[src/rtl/lsu_pipelined.sv]
// Pipelined load-store unit: issue handshake, DMEM request register, in-order load queue, registered writeback.
// Optional misaligned-access trap enabled by defining LSU_MISALIGN_TRAP_EN.
module lsu_pipelined #(
  parameter int XLEN     = 32,
  parameter int LQ_DEPTH = 4,
  parameter int RD_W     = 5
) (
  input  logic                         clk,
  input  logic                         aresetn,
  input  logic                         i_flush,
  input  logic                         i_valid,
  output logic                         o_ready,
  input  logic                         i_is_load,
  input  logic                         i_is_store,
  input  logic [2:0]                   i_funct3,
  input  logic [11:0]                  i_imm,
  input  logic [XLEN-1:0]              i_op0,
  input  logic [XLEN-1:0]              i_op1,
  input  logic [RD_W-1:0]              i_rd,
  output logic                         o_req_valid,
  input  logic                         i_req_ready,
  output logic                         o_req_cmd,
  output logic [XLEN-1:0]              o_req_addr,
  output logic [1:0]                   o_req_size,
  output logic [XLEN-1:0]              o_req_data,
  output logic [XLEN/8-1:0]            o_req_strb,
  input  logic                         i_rsp_valid,
  input  logic [XLEN-1:0]              i_rsp_data,
  output logic                         o_wb_valid,
  output logic [RD_W-1:0]              o_wb_rd,
  output logic [XLEN-1:0]              o_wb_data,
`ifdef LSU_MISALIGN_TRAP_EN
  output logic                         o_misalign,
  output logic [XLEN-1:0]              o_misalign_addr,
  output logic                         o_misalign_st,
`endif
  output logic [$clog2(LQ_DEPTH):0]    o_lq_cnt
);

  localparam int NB   = XLEN / 8;
  localparam int XLSB = $clog2(NB);
  localparam int PW   = $clog2(LQ_DEPTH);
  localparam int CW   = PW + 1;

  typedef struct packed {
    logic [RD_W-1:0] rd;
    logic            uns;
    logic [1:0]      sz;
    logic [XLSB-1:0] off;
    logic            kill;
  } lq_t;

  function automatic logic [XLEN-1:0] szmask(input logic [1:0] s);
    logic [XLEN-1:0] m;
    m = '1;
    unique case (s)
      2'b00: m = XLEN'(8'hFF);
      2'b01: m = XLEN'(16'hFFFF);
      2'b10: m = XLEN'(32'hFFFF_FFFF);
      default: m = '1;
    endcase
    return m;
  endfunction

  logic            req_valid_q, req_cmd_q, req_uns_q;
  logic [XLEN-1:0] req_addr_q, req_data_q;
  logic [1:0]      req_size_q;
  logic [NB-1:0]   req_strb_q;
  logic [RD_W-1:0] req_rd_q;

  lq_t             lq_q [LQ_DEPTH];
  logic [CW-1:0]   wp_q, rp_q, cnt;

  logic            wb_valid_q;
  logic [RD_W-1:0] wb_rd_q;
  logic [XLEN-1:0] wb_data_q;

  logic [XLEN-1:0] addr, sdata, raw, rmask, rtop, wbd;
  logic [1:0]      sz;
  logic [XLSB-1:0] off;
  logic [NB-1:0]   bmask, strb;
  logic [CW:0]     occ;
  logic            rdy, acc, mem, issue, hs, alloc, pop, sbit;
  lq_t             head;

  assign cnt   = wp_q - rp_q;
  assign occ   = {1'b0, cnt} + (CW+1)'(req_valid_q && !req_cmd_q);
  assign rdy   = !i_flush && (!req_valid_q || i_req_ready)
                 && (occ < (CW+1)'(LQ_DEPTH));
  assign acc   = i_valid && rdy;
  assign mem   = acc && (i_is_load || i_is_store);
  assign hs    = req_valid_q && i_req_ready;
  assign alloc = hs && !req_cmd_q;
  assign pop   = i_rsp_valid && (cnt != '0);
  assign head  = lq_q[rp_q[PW-1:0]];

  always_comb begin
    addr  = i_op0 + {{(XLEN-12){i_imm[11]}}, i_imm};
    sz    = i_funct3[1:0];
    if (XLEN == 32 && sz == 2'b11) sz = 2'b10;
    off   = addr[XLSB-1:0];
    sdata = (i_op1 & szmask(sz)) << {off, 3'b000};
    bmask = '1;
    unique case (sz)
      2'b00: bmask = NB'(1);
      2'b01: bmask = NB'(3);
      2'b10: bmask = NB'(15);
      default: bmask = '1;
    endcase
    strb  = bmask << off;
  end

  // Load formatting: top bit of the size mask is the sign bit.
  always_comb begin
    raw   = i_rsp_data >> {head.off, 3'b000};
    rmask = szmask(head.sz);
    rtop  = rmask & ~(rmask >> 1);
    sbit  = !head.uns && |(raw & rtop);
    wbd   = (raw & rmask) | (sbit ? ~rmask : '0);
  end

`ifdef LSU_MISALIGN_TRAP_EN
  logic [2:0]      lowm;
  logic            mis;
  logic            mis_q, mis_st_q;
  logic [XLEN-1:0] mis_addr_q;

  always_comb begin
    lowm = 3'b111;
    unique case (sz)
      2'b00: lowm = 3'b000;
      2'b01: lowm = 3'b001;
      2'b10: lowm = 3'b011;
      default: lowm = 3'b111;
    endcase
    mis = mem && |(addr[2:0] & lowm);
  end

  assign issue = mem && !mis;

  always_ff @(posedge clk or negedge aresetn) begin
    if (!aresetn) begin
      mis_q      <= 1'b0;
      mis_st_q   <= 1'b0;
      mis_addr_q <= '0;
    end else begin
      mis_q <= mis;
      if (mis) begin
        mis_addr_q <= addr;
        mis_st_q   <= i_is_store;
      end
    end
  end

  assign o_misalign      = mis_q;
  assign o_misalign_addr = mis_addr_q;
  assign o_misalign_st   = mis_st_q;
`else
  assign issue = mem;
`endif

  always_ff @(posedge clk or negedge aresetn) begin
    if (!aresetn) begin
      req_valid_q <= 1'b0;
      req_cmd_q   <= 1'b0;
      req_uns_q   <= 1'b0;
      req_addr_q  <= '0;
      req_data_q  <= '0;
      req_size_q  <= '0;
      req_strb_q  <= '0;
      req_rd_q    <= '0;
    end else if (issue) begin
      req_valid_q <= 1'b1;
      req_cmd_q   <= i_is_store;
      req_uns_q   <= i_funct3[2];
      req_addr_q  <= addr;
      req_data_q  <= sdata;
      req_size_q  <= sz;
      req_strb_q  <= strb;
      req_rd_q    <= i_rd;
    end else if (hs || i_flush) begin
      req_valid_q <= 1'b0;
    end
  end

  // A load handshaking during flush enters the queue already killed.
  always_ff @(posedge clk or negedge aresetn) begin
    if (!aresetn) begin
      wp_q <= '0;
      rp_q <= '0;
      for (int i = 0; i < LQ_DEPTH; i++) lq_q[i] <= '0;
    end else begin
      if (i_flush)
        for (int i = 0; i < LQ_DEPTH; i++) lq_q[i].kill <= 1'b1;
      if (alloc) begin
        lq_q[wp_q[PW-1:0]] <= '{rd:   req_rd_q,
                                uns:  req_uns_q,
                                sz:   req_size_q,
                                off:  req_addr_q[XLSB-1:0],
                                kill: i_flush};
        wp_q <= wp_q + 1'b1;
      end
      if (pop) rp_q <= rp_q + 1'b1;
    end
  end

  always_ff @(posedge clk or negedge aresetn) begin
    if (!aresetn) begin
      wb_valid_q <= 1'b0;
      wb_rd_q    <= '0;
      wb_data_q  <= '0;
    end else begin
      wb_valid_q <= pop && !head.kill;
      if (pop) begin
        wb_rd_q   <= head.rd;
        wb_data_q <= wbd;
      end
    end
  end

  assign o_ready     = rdy;
  assign o_req_valid = req_valid_q;
  assign o_req_cmd   = req_cmd_q;
  assign o_req_addr  = req_addr_q;
  assign o_req_size  = req_size_q;
  assign o_req_data  = req_data_q;
  assign o_req_strb  = req_strb_q;
  assign o_wb_valid  = wb_valid_q;
  assign o_wb_rd     = wb_rd_q;
  assign o_wb_data   = wb_data_q;
  assign o_lq_cnt    = cnt;

endmodule

[config.mk]
export PLATFORM = sky130hd
export DESIGN_NAME = lsu_pipelined
export DESIGN_NICKNAME = d
export VERILOG_FILES = /design/src/rtl/lsu_pipelined.sv
export SDC_FILE = /design/constraint.sdc
export NUM_CORES = 1
export LEC_CHECK = 0
export CAP_MARGIN = 20
export CORE_MARGIN = 4
export CORE_UTILIZATION = 46
export CTS_CLUSTER_SIZE = 12
export DETAILED_ROUTE_END_ITERATION = 12
export PLACE_DENSITY = 0.74
export SYNTH_ARGS = -nofsm -noshare
export SYNTH_HDL_FRONTEND = slang
export SYNTH_SLANG_ARGS = --single-unit
export TNS_END_PERCENT = 1
[constraint.sdc]
create_clock -name clk -period 2.8 [get_ports clk]
set_input_delay 0.42 -clock clk [delete_from_list [all_inputs] [get_ports clk]]
set_output_delay 0.42 -clock clk [all_outputs]
set_load 0.02 [all_outputs]
==> results of run 1 <==
-- routing by layer --
layer	GRT usage, %	vias up
met3	6.583	33
met2	40.90	254
met4	5.666	0
li1	-	4009
met1	30.48	4015
met5	0	-
-- cells by family (layout without fill, tap and decap cells) --
group / Yosys count / after routing / synth area share, %
DFF: 166 / 166 / 43.89
AOI/OAI and AO/OA: 249 / 249 / 18.60
muxes: 98 / 98 / 12.64
xor gates and xnor gates: 29 / 29 / 2.855
buffers and inverters: 72 / 400 / 4.058
adders and majority gates: 39 / 39 / 5.314
and+or+nand+nor: 271 / 271 / 12.65
-- how the worst max path moves through the flow --
stage                         start              to  slack, ns  depth (start not counted)
after floorplan             wp_q[0]   o_req_addr[6]       0.12                         11
after global placement    i_imm[11]  o_req_addr[31]      -0.40                         10
after detailed placement  i_imm[11]  o_req_addr[31]      -0.42                         11
after CTS                   wp_q[0]         o_ready      -0.06                          6
after global routing        wp_q[0]   o_req_addr[8]      -0.01                         11
final                       wp_q[0]  o_req_addr[31]       0.10                         11
-- registers in the layout (all words and copies together) (netlist names), 4 cells and up --
name	count
o_req_strb	4
o_wb_data	32
lq_q	44
o_req_data	32
req_rd_q	5
o_wb_rd	5
o_req_addr	32
-- cell usage in the layout (no fill, tap or decap), drive strengths merged, types with 3 or more instances in the layout --
| master | instances |
|---|---|
| clkbuf | 19 |
| a21o | 10 |
| o31ai | 15 |
| a221o | 9 |
| a211oi | 15 |
| xnor2 | 16 |
| xor2 | 12 |
| a21oi | 53 |
| ha | 37 |
| o21a | 21 |
| nand3 | 18 |
| mux2 | 62 |
| mux4 | 11 |
| a22oi | 10 |
| nand2 | 157 |
| o211ai | 14 |
| o221ai | 8 |
| and3 | 3 |
| a221oi | 9 |
| mux2i | 25 |
| nand4 | 10 |
| nor3 | 8 |
| a22o | 9 |
| o21ai | 55 |
| buf | 116 |
| nand2b | 5 |
| clkinv | 4 |
| nor2b | 13 |
| inv | 23 |
| a31oi | 3 |
| dfrtp | 166 |
| nor2 | 44 |
| clkdlybuf4s50 | 232 |
-- timing repair --
| action | CTS | global route |
|---|---|---|
| hold buffers | 1 | 0 |
| endpoints found under the hold margin | 31 | 0 |
| setup endpoints to repair | 7 | 8 |
| gates resized for setup | 5 | 7 |
| pin swaps | 0 | 1 |
-- metrics by stage --
step,cells,hold WS (ns),instance area (sq um),TNS [ns]
after floorplan,924,0.1244,9465,0
after global placement,1489,0.3395,12810,-2.936
after detailed placement,1489,0.3424,12810,-4.154
after CTS,1522,0.4646,13390,-0.06836
after global routing,1522,0.4784,13410,-0.01349
final,1522,0.4646,13410,0
-- synthesized netlist by cell type (11+ instances only) --
cell	instances
a211oi_1	14
a21oi_1	53
buf_6	11
clkbuf_1	30
dfrtp_1	166
ha_1	37
inv_1	13
mux2_2	62
mux2i_1	25
mux4_2	11
nand2_1	156
nand3_1	18
nor2_1	43
nor2b_1	11
o21a_1	21
o21ai_0	48
o31ai_1	14
xnor2_1	16
xor2_1	12
-- worst max-delay path, stage by stage (launching register included) --
cell,delay [ns]
dfrtp_1,0.38
inv_1,0.07
ha_1,0.21
fa_2,0.58
o31ai_2,0.11
a211oi_4,0.26
buf_4,0.19
o211ai_4,0.14
buf_4,0.18
nand2_1,0.07
o21ai_0,0.11
mux2_2,0.29
-- power groups by stage --
| stage | Sequential, mW | Combinational (mW) | Clock, mW |
|---|---|---|---|
| after floorplan | 4.93 | 3.22 | 0 |
| after global placement | 4.12 | 7.08 | 0 |
| after detailed placement | 4.14 | 7.20 | 0 |
| after CTS | 4.12 | 7.22 | 2.32 |
| after global routing | 4.25 | 7.75 | 2.41 |
| final | 4.11 | 7.16 | 2.26 |
-- area by class of cell --
cell class / instances / area share, %
Timing Repair Buffer: 353 / 24.92
Sequential cell: 166 / 30.98
Clock inverter: 14 / 0.9704
Clock buffer: 18 / 3.275
Inverter: 15 / 0.4199
Tap cell: 270 / 2.519
Multi-Input combinational cell: 686 / 36.91
==> flow_metrics.py, run 1 <==
metrics = {
    "detailed_routing": {
        "wl_met3_um": 2229,
        "drtIter0Drc": 393,
        "viasPerCell": 5.461,
        "dr_wl_met2_um": 13220,
        "dr.pass1.iters": 5,
        "drt_wl_total_um": 27250,
        "route.detailed.drc": 0,
        "highest-signal-layer": "met4",
        "vias": 8311,
        "postRouteAntennaNets": 0,
        "wl_per_cell_um": 17.90,
        "wl_met1_um": 11430,
    },
    "power": {
        "p_leak_nw": 5.945,
        "power.total_mw": 13.53,
        "seq_power_share_pct": 30.4,
        "p_sw_share_pct": 40.19,
        "p_clk_share_pct": 16.7,
        "intPower_mw": 8.095,
        "power.switching_mw": 5.439,
        "combPwrFrac_pct": 52.9,
        "ir_worst_vdd_uv": 579.1,
        "power.density_mw_per_mm2": 1009,
    },
    "global_routing": {
        "track_usage_pct": 24.01,
        "grt-ovfl-total": 0,
        "grt_pass1_vias": 8496,
        "grt_start_max_net_pins": 104,
        "grt_pass1_wl_um": 43370,
        "antenna_found_initial": 0,
    },
    "floorplan": {
        "die_w_um": 151.4,
        "coreArea_sq_mm": 0.02023,
        "pin_count": 238,
        "row_count": 52,
        "initial_utilization_pct": 46.78,
        "die_h_um": 151.4,
        "die-area_sq_mm": 0.02294,
    },
    "synth": {
        "synth_area_sq_mm": 0.009465,
        "synthArstFlopShare_pct": 100.0,
        "synth-seq-cells": 166,
        "avgSynthCellArea_sq_um": 10.24,
        "synth_ff_type": "dfrtp_1",
        "synth_area_leaders": "dfrtp_1 44%, mux2_2 7.4%, nand2_1 6.2%",
        "yosysWarnings": 0,
        "synth_top_area_share_pct": 43.89,
        "ys_seq_area_share_pct": 43.89,
        "synth_cell_types": 71,
        "synth_edf_count": 0,
        "synth_nets": 1087,
        "syn_inst": 924,
        "synth_top_cell_by_area": "dfrtp_1",
    },
    "sta": {
        "max_freq_mhz": 370.8,
        "skew_ns": 0.009144,
        "rsz0062_at_grt": "true",
        "slew_violations": 0,
        "min_period_ns": 2.697,
        "finalCritPeriodShare_pct": 96.31,
        "hold_violations": 0,
        "setup_viol": 0,
        "worstMarginPinSlew_ns": 0.5810,
        "relSlewSlack_pct": 61.17,
        "setup_ws_ns": 0.1032,
    },
    "setup_path": {
        "endpoint_kind": "flop",
        "rr_startpoint": "wp_q[0]",
        "r2r_cells": 11,
        "r2r_end": "o_req_addr[31]",
        "regToRegSetupSlack_ns": 0.10,
        "worstPathArrival_ns": 3.01,
        "path_max_fanout": 6,
        "cp-start-kind": "flop",
        "cp.required_ns": 3.11,
        "path_class": "flop to flop",
    },
    "clock_network": {
        "cts_max_level": 4,
        "postCtsSetupBuffers": 0,
        "max-clock-path-buffers": 2,
        "cts-root-buf": "clkbuf_16",
        "numCtsBuffers": 17,
        "cts_tree": "done",
        "clk_pin_slew_worst_paths_ns": 0.07,
        "insertion_delay_ns": 0.42,
        "cts_sinks": 166,
    },
    "finish": {
        "multi_input_area_sq_mm": 0.004950,
        "nets": 1402,
        "fin_util_pct": 66.27,
        "regArea_sq_mm": 0.004154,
        "areaGrowthSynthToFinish_pct": 41.67,
        "antenna_cells": 0,
        "fillers": 1611,
        "final_layout_size_suffix_gt1_share_pct": 20.37,
    },
    "hold_path": {
        "worstHoldPathType": "flop to flop",
        "hold_path_startpoint": "o_req_strb[2]",
        "min_path_cells": 2,
        "hold-path-endpoint": "o_req_strb[2]",
    },
    "place": {
        "routabilityCongestion": 0.8967,
        "hpwl_um": 21100,
        "place_ws_ns": -0.4200,
        "io_buffers": 237,
    },
    "flow_run": {
        "max-cap-violations": 0,
    },
    "run_status": {
        "outcome": "finished, final reports clean",
    },
}
(Power assumes the default switching activity.)
==> run 2, diff against run 1 <==
--- a/config.mk
+++ b/config.mk
@@ -7,10 +7,10 @@
 export LEC_CHECK = 0
 export CAP_MARGIN = 20
 export CORE_MARGIN = 4
-export CORE_UTILIZATION = 46
+export CORE_UTILIZATION = 45
 export CTS_CLUSTER_SIZE = 12
 export DETAILED_ROUTE_END_ITERATION = 12
-export PLACE_DENSITY = 0.74
+export PLACE_DENSITY = 0.75
 export SYNTH_ARGS = -nofsm -noshare
 export SYNTH_HDL_FRONTEND = slang
 export SYNTH_SLANG_ARGS = --single-unit
==> constraint.sdc (replaced) <==
create_clock -name clk -period 2.42 [get_ports clk]
set_input_delay 0.363 -clock clk [delete_from_list [all_inputs] [get_ports clk]]
set_output_delay 0.363 -clock clk [all_outputs]
set_load 0.02 [all_outputs]
==> run 2 against run 1 <==
- the flow now finishes with violations (negative setup slack)
- setup slack lost 0.23 ns
- clock skew grew 0.0059 ns
- non-clock buffer count rose by 43
- first-iteration DRC count rose by 32%
- critical endpoint is now o_ready
- largest cell class unchanged
- largest power group unchanged
==> flow_metrics.py, run 2 (synthesis gave the netlist of run 1 again) <==
metrics = {
    "global_routing": {
        "grt-ovfl-total": 0,
        "grt_pass1_vias": 9032,
        "grt_pass1_wl_um": 46750,
        "track_usage_pct": 24.58,
        "antenna_found_initial": 1,
        "grt_start_max_net_pins": 59,
    },
    "hold_path": {
        "min_path_cells": 3,
        "worstHoldPathType": "input pin to flop",
    },
    "place": {
        "place_ws_ns": -0.6975,
        "hpwl_um": 22360,
        "routabilityCongestion": 0.9016,
        "post_dp_cell_area_sq_mm": 0.01311,
        "dp.cells": 1527,
        "io_buffers": 237,
    },
    "sta": {
        "worst_hold_slack_ns": 0.4615,
        "setup_viol": 54,
        "setup_ws_ns": -0.1277,
        "slew_violations": 0,
        "worstMarginPinSlew_ns": 0.7842,
        "finalCritPeriodShare_pct": 105.3,
        "min_period_ns": 2.548,
        "rsz0062_at_grt": "true",
        "max_freq_mhz": 392.5,
        "hold_violations": 0,
        "relSlewSlack_pct": 47.53,
        "skew_ns": 0.01502,
        "fin_setup_tns_ns": -2.520,
    },
    "floorplan": {
        "die_w_um": 153.0,
        "pin_count": 238,
        "coreArea_sq_mm": 0.02043,
        "initial_utilization_pct": 46.33,
        "die_h_um": 153.0,
        "die-area_sq_mm": 0.02342,
        "row_count": 52,
    },
    "power": {
        "p_leak_nw": 6.192,
        "power.switching_mw": 6.484,
        "combPwrFrac_pct": 54.0,
        "power.density_mw_per_mm2": 1163,
        "seq_power_share_pct": 29.4,
        "intPower_mw": 9.681,
        "ir_worst_vdd_uv": 561.3,
        "p_sw_share_pct": 40.11,
        "p_clk_share_pct": 16.6,
    },
    "setup_path": {
        "cp_slowest_stage_delay_ns": 0.57,
        "worst_path_max_delay_cell": "fa_2",
        "worstSetupPathDepth": 7,
        "path_cells": "inv_2, ha_4, fa_2, o31ai_2, a211oi_4, buf_4, buf_6",
        "path_max_fanout": 3,
        "r2r_cells": 11,
        "worstPathArrival_ns": 2.18,
        "path_delay_family": "adder cells",
        "cp-start-kind": "flop",
        "path_class": "flop to primary output",
        "cp.required_ns": 2.06,
        "crit_buf_inv": 3,
        "endpoint_kind": "primary output",
    },
    "detailed_routing": {
        "dr.pass1.iters": 5,
        "wl_per_cell_um": 18.52,
        "drtIter0Drc": 519,
        "postRouteAntennaNets": 0,
        "drt_wl_total_um": 29010,
        "vias": 8597,
        "route.detailed.drc": 0,
        "viasPerCell": 5.490,
    },
    "clock_network": {
        "cts_sinks": 166,
        "numCtsBuffers": 17,
        "cts_max_level": 4,
        "max-clock-path-buffers": 2,
        "cts_tree": "done",
        "insertion_delay_ns": 0.43,
        "clk_pin_slew_worst_paths_ns": 0.07,
        "cts-root-buf": "clkbuf_16",
    },
    "finish": {
        "multi_input_area_sq_mm": 0.005080,
        "layout_common_cells": "233 x clkdlybuf4s50_1, 166 x dfrtp_1, 156 x nand2_1",
        "regArea_sq_mm": 0.004154,
        "finalNonFillerCells": 1566,
        "fillers": 1601,
        "nets": 1445,
        "final_common_cell": "clkdlybuf4s50_1",
        "fin_area_sq_mm": 0.01390,
        "areaGrowthSynthToFinish_pct": 46.89,
        "largest_reg_flops": 44,
        "final_layout_size_suffix_gt1_share_pct": 24.56,
        "top_register": "lq_q",
    },
    "flow_run": {
        "max-cap-violations": 0,
    },
    "run_status": {
        "violations": "negative setup slack",
        "outcome": "complete, but fails checks",
    },
}
run 2: layer usage:
layer	share of wire [%]	GRT usage (%)
met1	40	29.97
met5	0	0
met3	6.4	6.192
met2	49	41.75
met4	3.7	9.970
run 2: final cells by class:
class                           instances  share of cell area (%)
Multi-Input combinational cell        686                   36.54
Timing Repair Buffer                  396                   26.53
Antenna cell                            1                 0.01800
Tap cell                              270                   2.430
Clock buffer                           17                   3.060
Sequential cell                       166                   29.88
Clock inverter                         15                   1.143
Inverter                               15                  0.4050
run 2: stage by stage:
step	util, %	power [mW]
2_1_floorplan	-	9.419
3_3_place_gp	64.16	13.12
5_1_grt	68.05	17.15
4_1_cts	67.58	16.23
6_report	68.05	16.17
3_5_place_dp	64.16	13.37
run 2: timing repair:
item,4_1_cts,5_1_grt
cloned,0,0
pin swaps,9,4
gates resized for setup,28,21
endpoints found under the setup margin,107,111
buffers inserted,6,0
hold endpoints to repair,49,0
hold buffers,1,0
run 2: worst paths after layout:
| path | start | endpoint | slack, ns |
|---|---|---|---|
| max | wp_q[0] | o_ready | -0.13 |
| min | i_rd[3] | req_rd_q[3] | 0.46 |
| max reg2reg | wp_q[0] | o_req_addr[31] | -0.13 |
| min reg2reg | o_req_strb[3] | o_req_strb[3] | 0.47 |
| max in group asynchronous | aresetn | o_req_addr[14] | 1.22 |
| min in group asynchronous | aresetn | o_req_data[6] | 0.48 |
run 2: power by group through the flow:
stage | Clock, mW | Sequential [mW] | Combinational, mW
6_report | 2.68 | 4.75 | 8.74
3_3_place_gp | 0 | 4.72 | 8.40
4_1_cts | 2.74 | 4.75 | 8.75
5_1_grt | 2.87 | 4.90 | 9.39
3_5_place_dp | 0 | 4.77 | 8.60
2_1_floorplan | 0 | 5.70 | 3.72
run 2: worst reg2reg max path: cells and delay by family, from the launching register on:
kind | cells | cell delay, ns
muxes | 1 | 0.25
AOI/OAI and AO/OA | 4 | 0.62
adders and majority gates | 2 | 0.60
DFF | 1 | 0.39
buffers and inverters | 4 | 0.58
==> run 3, diff against run 2 <==
--- a/config.mk
+++ b/config.mk
@@ -10,7 +10,7 @@
 export CORE_UTILIZATION = 45
 export CTS_CLUSTER_SIZE = 12
 export DETAILED_ROUTE_END_ITERATION = 12
-export PLACE_DENSITY = 0.75
+export PLACE_DENSITY_LB_ADDON = 0.15
 export SYNTH_ARGS = -nofsm -noshare
 export SYNTH_HDL_FRONTEND = slang
 export SYNTH_SLANG_ARGS = --single-unit
==> run 3 against run 2 <==
- the flow still finishes with violations (negative setup slack)
- first-iteration DRC count is 24% lower
- cell count grew 1.1%
- wire length decreased by 3.2%
- non-clock buffer count rose by 19
- largest cell class unchanged
- maximum frequency down 1.3%
- register-to-register slack lost 0.03 ns
- sequential share of layout area decreased by 0.56 points
- setup slack lost 0.034 ns
- worst hold slack worse by 0.045 ns
==> flow_metrics.py, run 3 (synthesis gave the netlist of run 1 again) <==
metrics = {
    "global_routing": {
        "grt-ovfl-total": 0,
        "grt_start_max_net_pins": 67,
        "grt_pass1_vias": 8653,
        "grt_pass1_wl_um": 45520,
        "antenna_found_initial": 0,
        "track_usage_pct": 23.76,
    },
    "finish": {
        "final_common_cell": "clkdlybuf4s50_1",
        "nets": 1464,
        "largest_reg_flops": 44,
        "fin_area_sq_mm": 0.01417,
        "finalNonFillerCells": 1584,
        "final_layout_size_suffix_gt1_share_pct": 26.18,
        "layout_common_cells": "233 x clkdlybuf4s50_1, 166 x dfrtp_1, 155 x buf_4",
        "areaGrowthSynthToFinish_pct": 49.69,
        "antenna_cells": 0,
        "top_register": "lq_q",
    },
    "place": {
        "io_buffers": 237,
        "post_dp_cell_area_sq_mm": 0.01321,
        "dp.cells": 1544,
        "hpwl_um": 21120,
        "routabilityCongestion": 0.8772,
        "place_ws_ns": -0.6274,
    },
    "detailed_routing": {
        "dr_wl_met2_um": 13490,
        "drtIter0Drc": 396,
        "drt_wl_total_um": 28090,
        "wl_per_cell_um": 17.73,
        "dr.pass1.iters": 4,
        "vias": 8505,
        "viasPerCell": 5.369,
        "wl_met3_um": 1775,
        "route.detailed.drc": 0,
        "highest-signal-layer": "met4",
        "postRouteAntennaNets": 0,
        "wl_met1_um": 12410,
    },
    "clock_network": {
        "cts_max_level": 4,
        "cts_sinks": 166,
        "insertion_delay_ns": 0.43,
        "clk_pin_slew_worst_paths_ns": 0.08,
        "max-clock-path-buffers": 2,
        "numCtsBuffers": 17,
        "cts-root-buf": "clkbuf_16",
        "cts_tree": "done",
    },
    "sta": {
        "fin_setup_tns_ns": -8.081,
        "relSlewSlack_pct": 33.57,
        "finalCritPeriodShare_pct": 106.7,
        "setup_ws_ns": -0.1614,
        "rsz0062_at_grt": "true",
        "max_freq_mhz": 387.4,
        "skew_ns": 0.01282,
        "hold_violations": 0,
        "slew_violations": 0,
        "worstMarginPinSlew_ns": 0.9929,
        "setup_viol": 89,
        "min_period_ns": 2.581,
        "worst_hold_slack_ns": 0.4165,
    },
    "flow_run": {
        "max-cap-violations": 0,
    },
    "power": {
        "p_sw_share_pct": 40.14,
        "seq_power_share_pct": 28.8,
        "power.switching_mw": 6.601,
        "p_leak_nw": 6.314,
        "ir_worst_vdd_uv": 709.3,
        "intPower_mw": 9.846,
        "power.density_mw_per_mm2": 1161,
        "p_clk_share_pct": 16.7,
        "combPwrFrac_pct": 54.5,
    },
    "setup_path": {
        "crit_buf_inv": 2,
        "endpoint_kind": "flop",
        "regToRegSetupSlack_ns": -0.16,
        "cp.required_ns": 2.78,
        "path_cells": "inv_2, ha_4, fa_2, o31ai_4, a211oi_4, buf_12, o211ai_4, a311oi_2, nand2_1, or2_1, nand3_2",
        "path_max_fanout": 9,
        "cp-start-kind": "flop",
        "path_delay_family": "compound AO/OA/AOI/OAI gates",
        "cp_slowest_stage_delay_ns": 0.56,
        "worstPathArrival_ns": 2.94,
        "path_class": "flop to flop",
        "worst_path_max_delay_cell": "fa_2",
    },
    "hold_path": {
        "worstHoldPathType": "input pin to async pin",
    },
    "floorplan": {
        "die_w_um": 153.0,
        "initial_utilization_pct": 46.33,
        "pin_count": 238,
        "coreArea_sq_mm": 0.02043,
        "die_h_um": 153.0,
        "row_count": 52,
        "die-area_sq_mm": 0.02342,
    },
    "run_status": {
        "outcome": "complete, but fails checks",
        "violations": "negative setup slack",
    },
}
run 3: path summary, 6_finish.rpt:
path,start,to,cells past startpoint
max reg2reg,wp_q[0],o_req_addr[28],11
min in group clk,i_rd[4],req_rd_q[4],3
max,wp_q[0],o_req_addr[28],11
min reg2reg,o_req_data[7],o_req_data[7],2
min,aresetn,o_wb_rd[3],2
max in group asynchronous,aresetn,o_req_addr[6],3
run 3: metal layers:
metal	vias to the layer above	GRT usage, %
li1	4127	-
met1	4117	31.50
met2	233	39.63
met3	28	6.277
met4	0	4.794
met5	-	0
run 3: layout make-up:
class                      count  area, sq um
tap                          270        337.8
sequential                   166         4154
inverter                      15        56.30
fill                        1611         6261
clock buffer                  17        425.4
multi-input combinational    686         5134
clock inverter                15        172.7
timing repair buffer         415         3889
run 3: what timing repair did:
| action | CTS | global route |
|---|---|---|
| resized for setup | 44 | 28 |
| pin swaps | 5 | 7 |
| endpoints found under the hold margin | 43 | 0 |
| cloned | 0 | 1 |
| hold buffers | 1 | 0 |
| setup endpoints to repair | 117 | 115 |
| buffers inserted | 1 | 5 |
run 3: through the flow:
step	util, %	power (mW)
final	69.35	16.45
after global routing	69.35	17.47
after CTS	68.58	16.32
after detailed placement	64.67	13.35
after global placement	64.67	13.19
after floorplan	-	9.419
run 3: power groups by stage:
stage	combinational [mW]	sequential, mW	clock, mW
5_1_grt	9.64	4.90	2.93
6_report	8.96	4.74	2.74
2_1_floorplan	3.72	5.70	0
3_3_place_gp	8.44	4.75	0
3_5_place_dp	8.58	4.77	0
4_1_cts	8.79	4.74	2.79
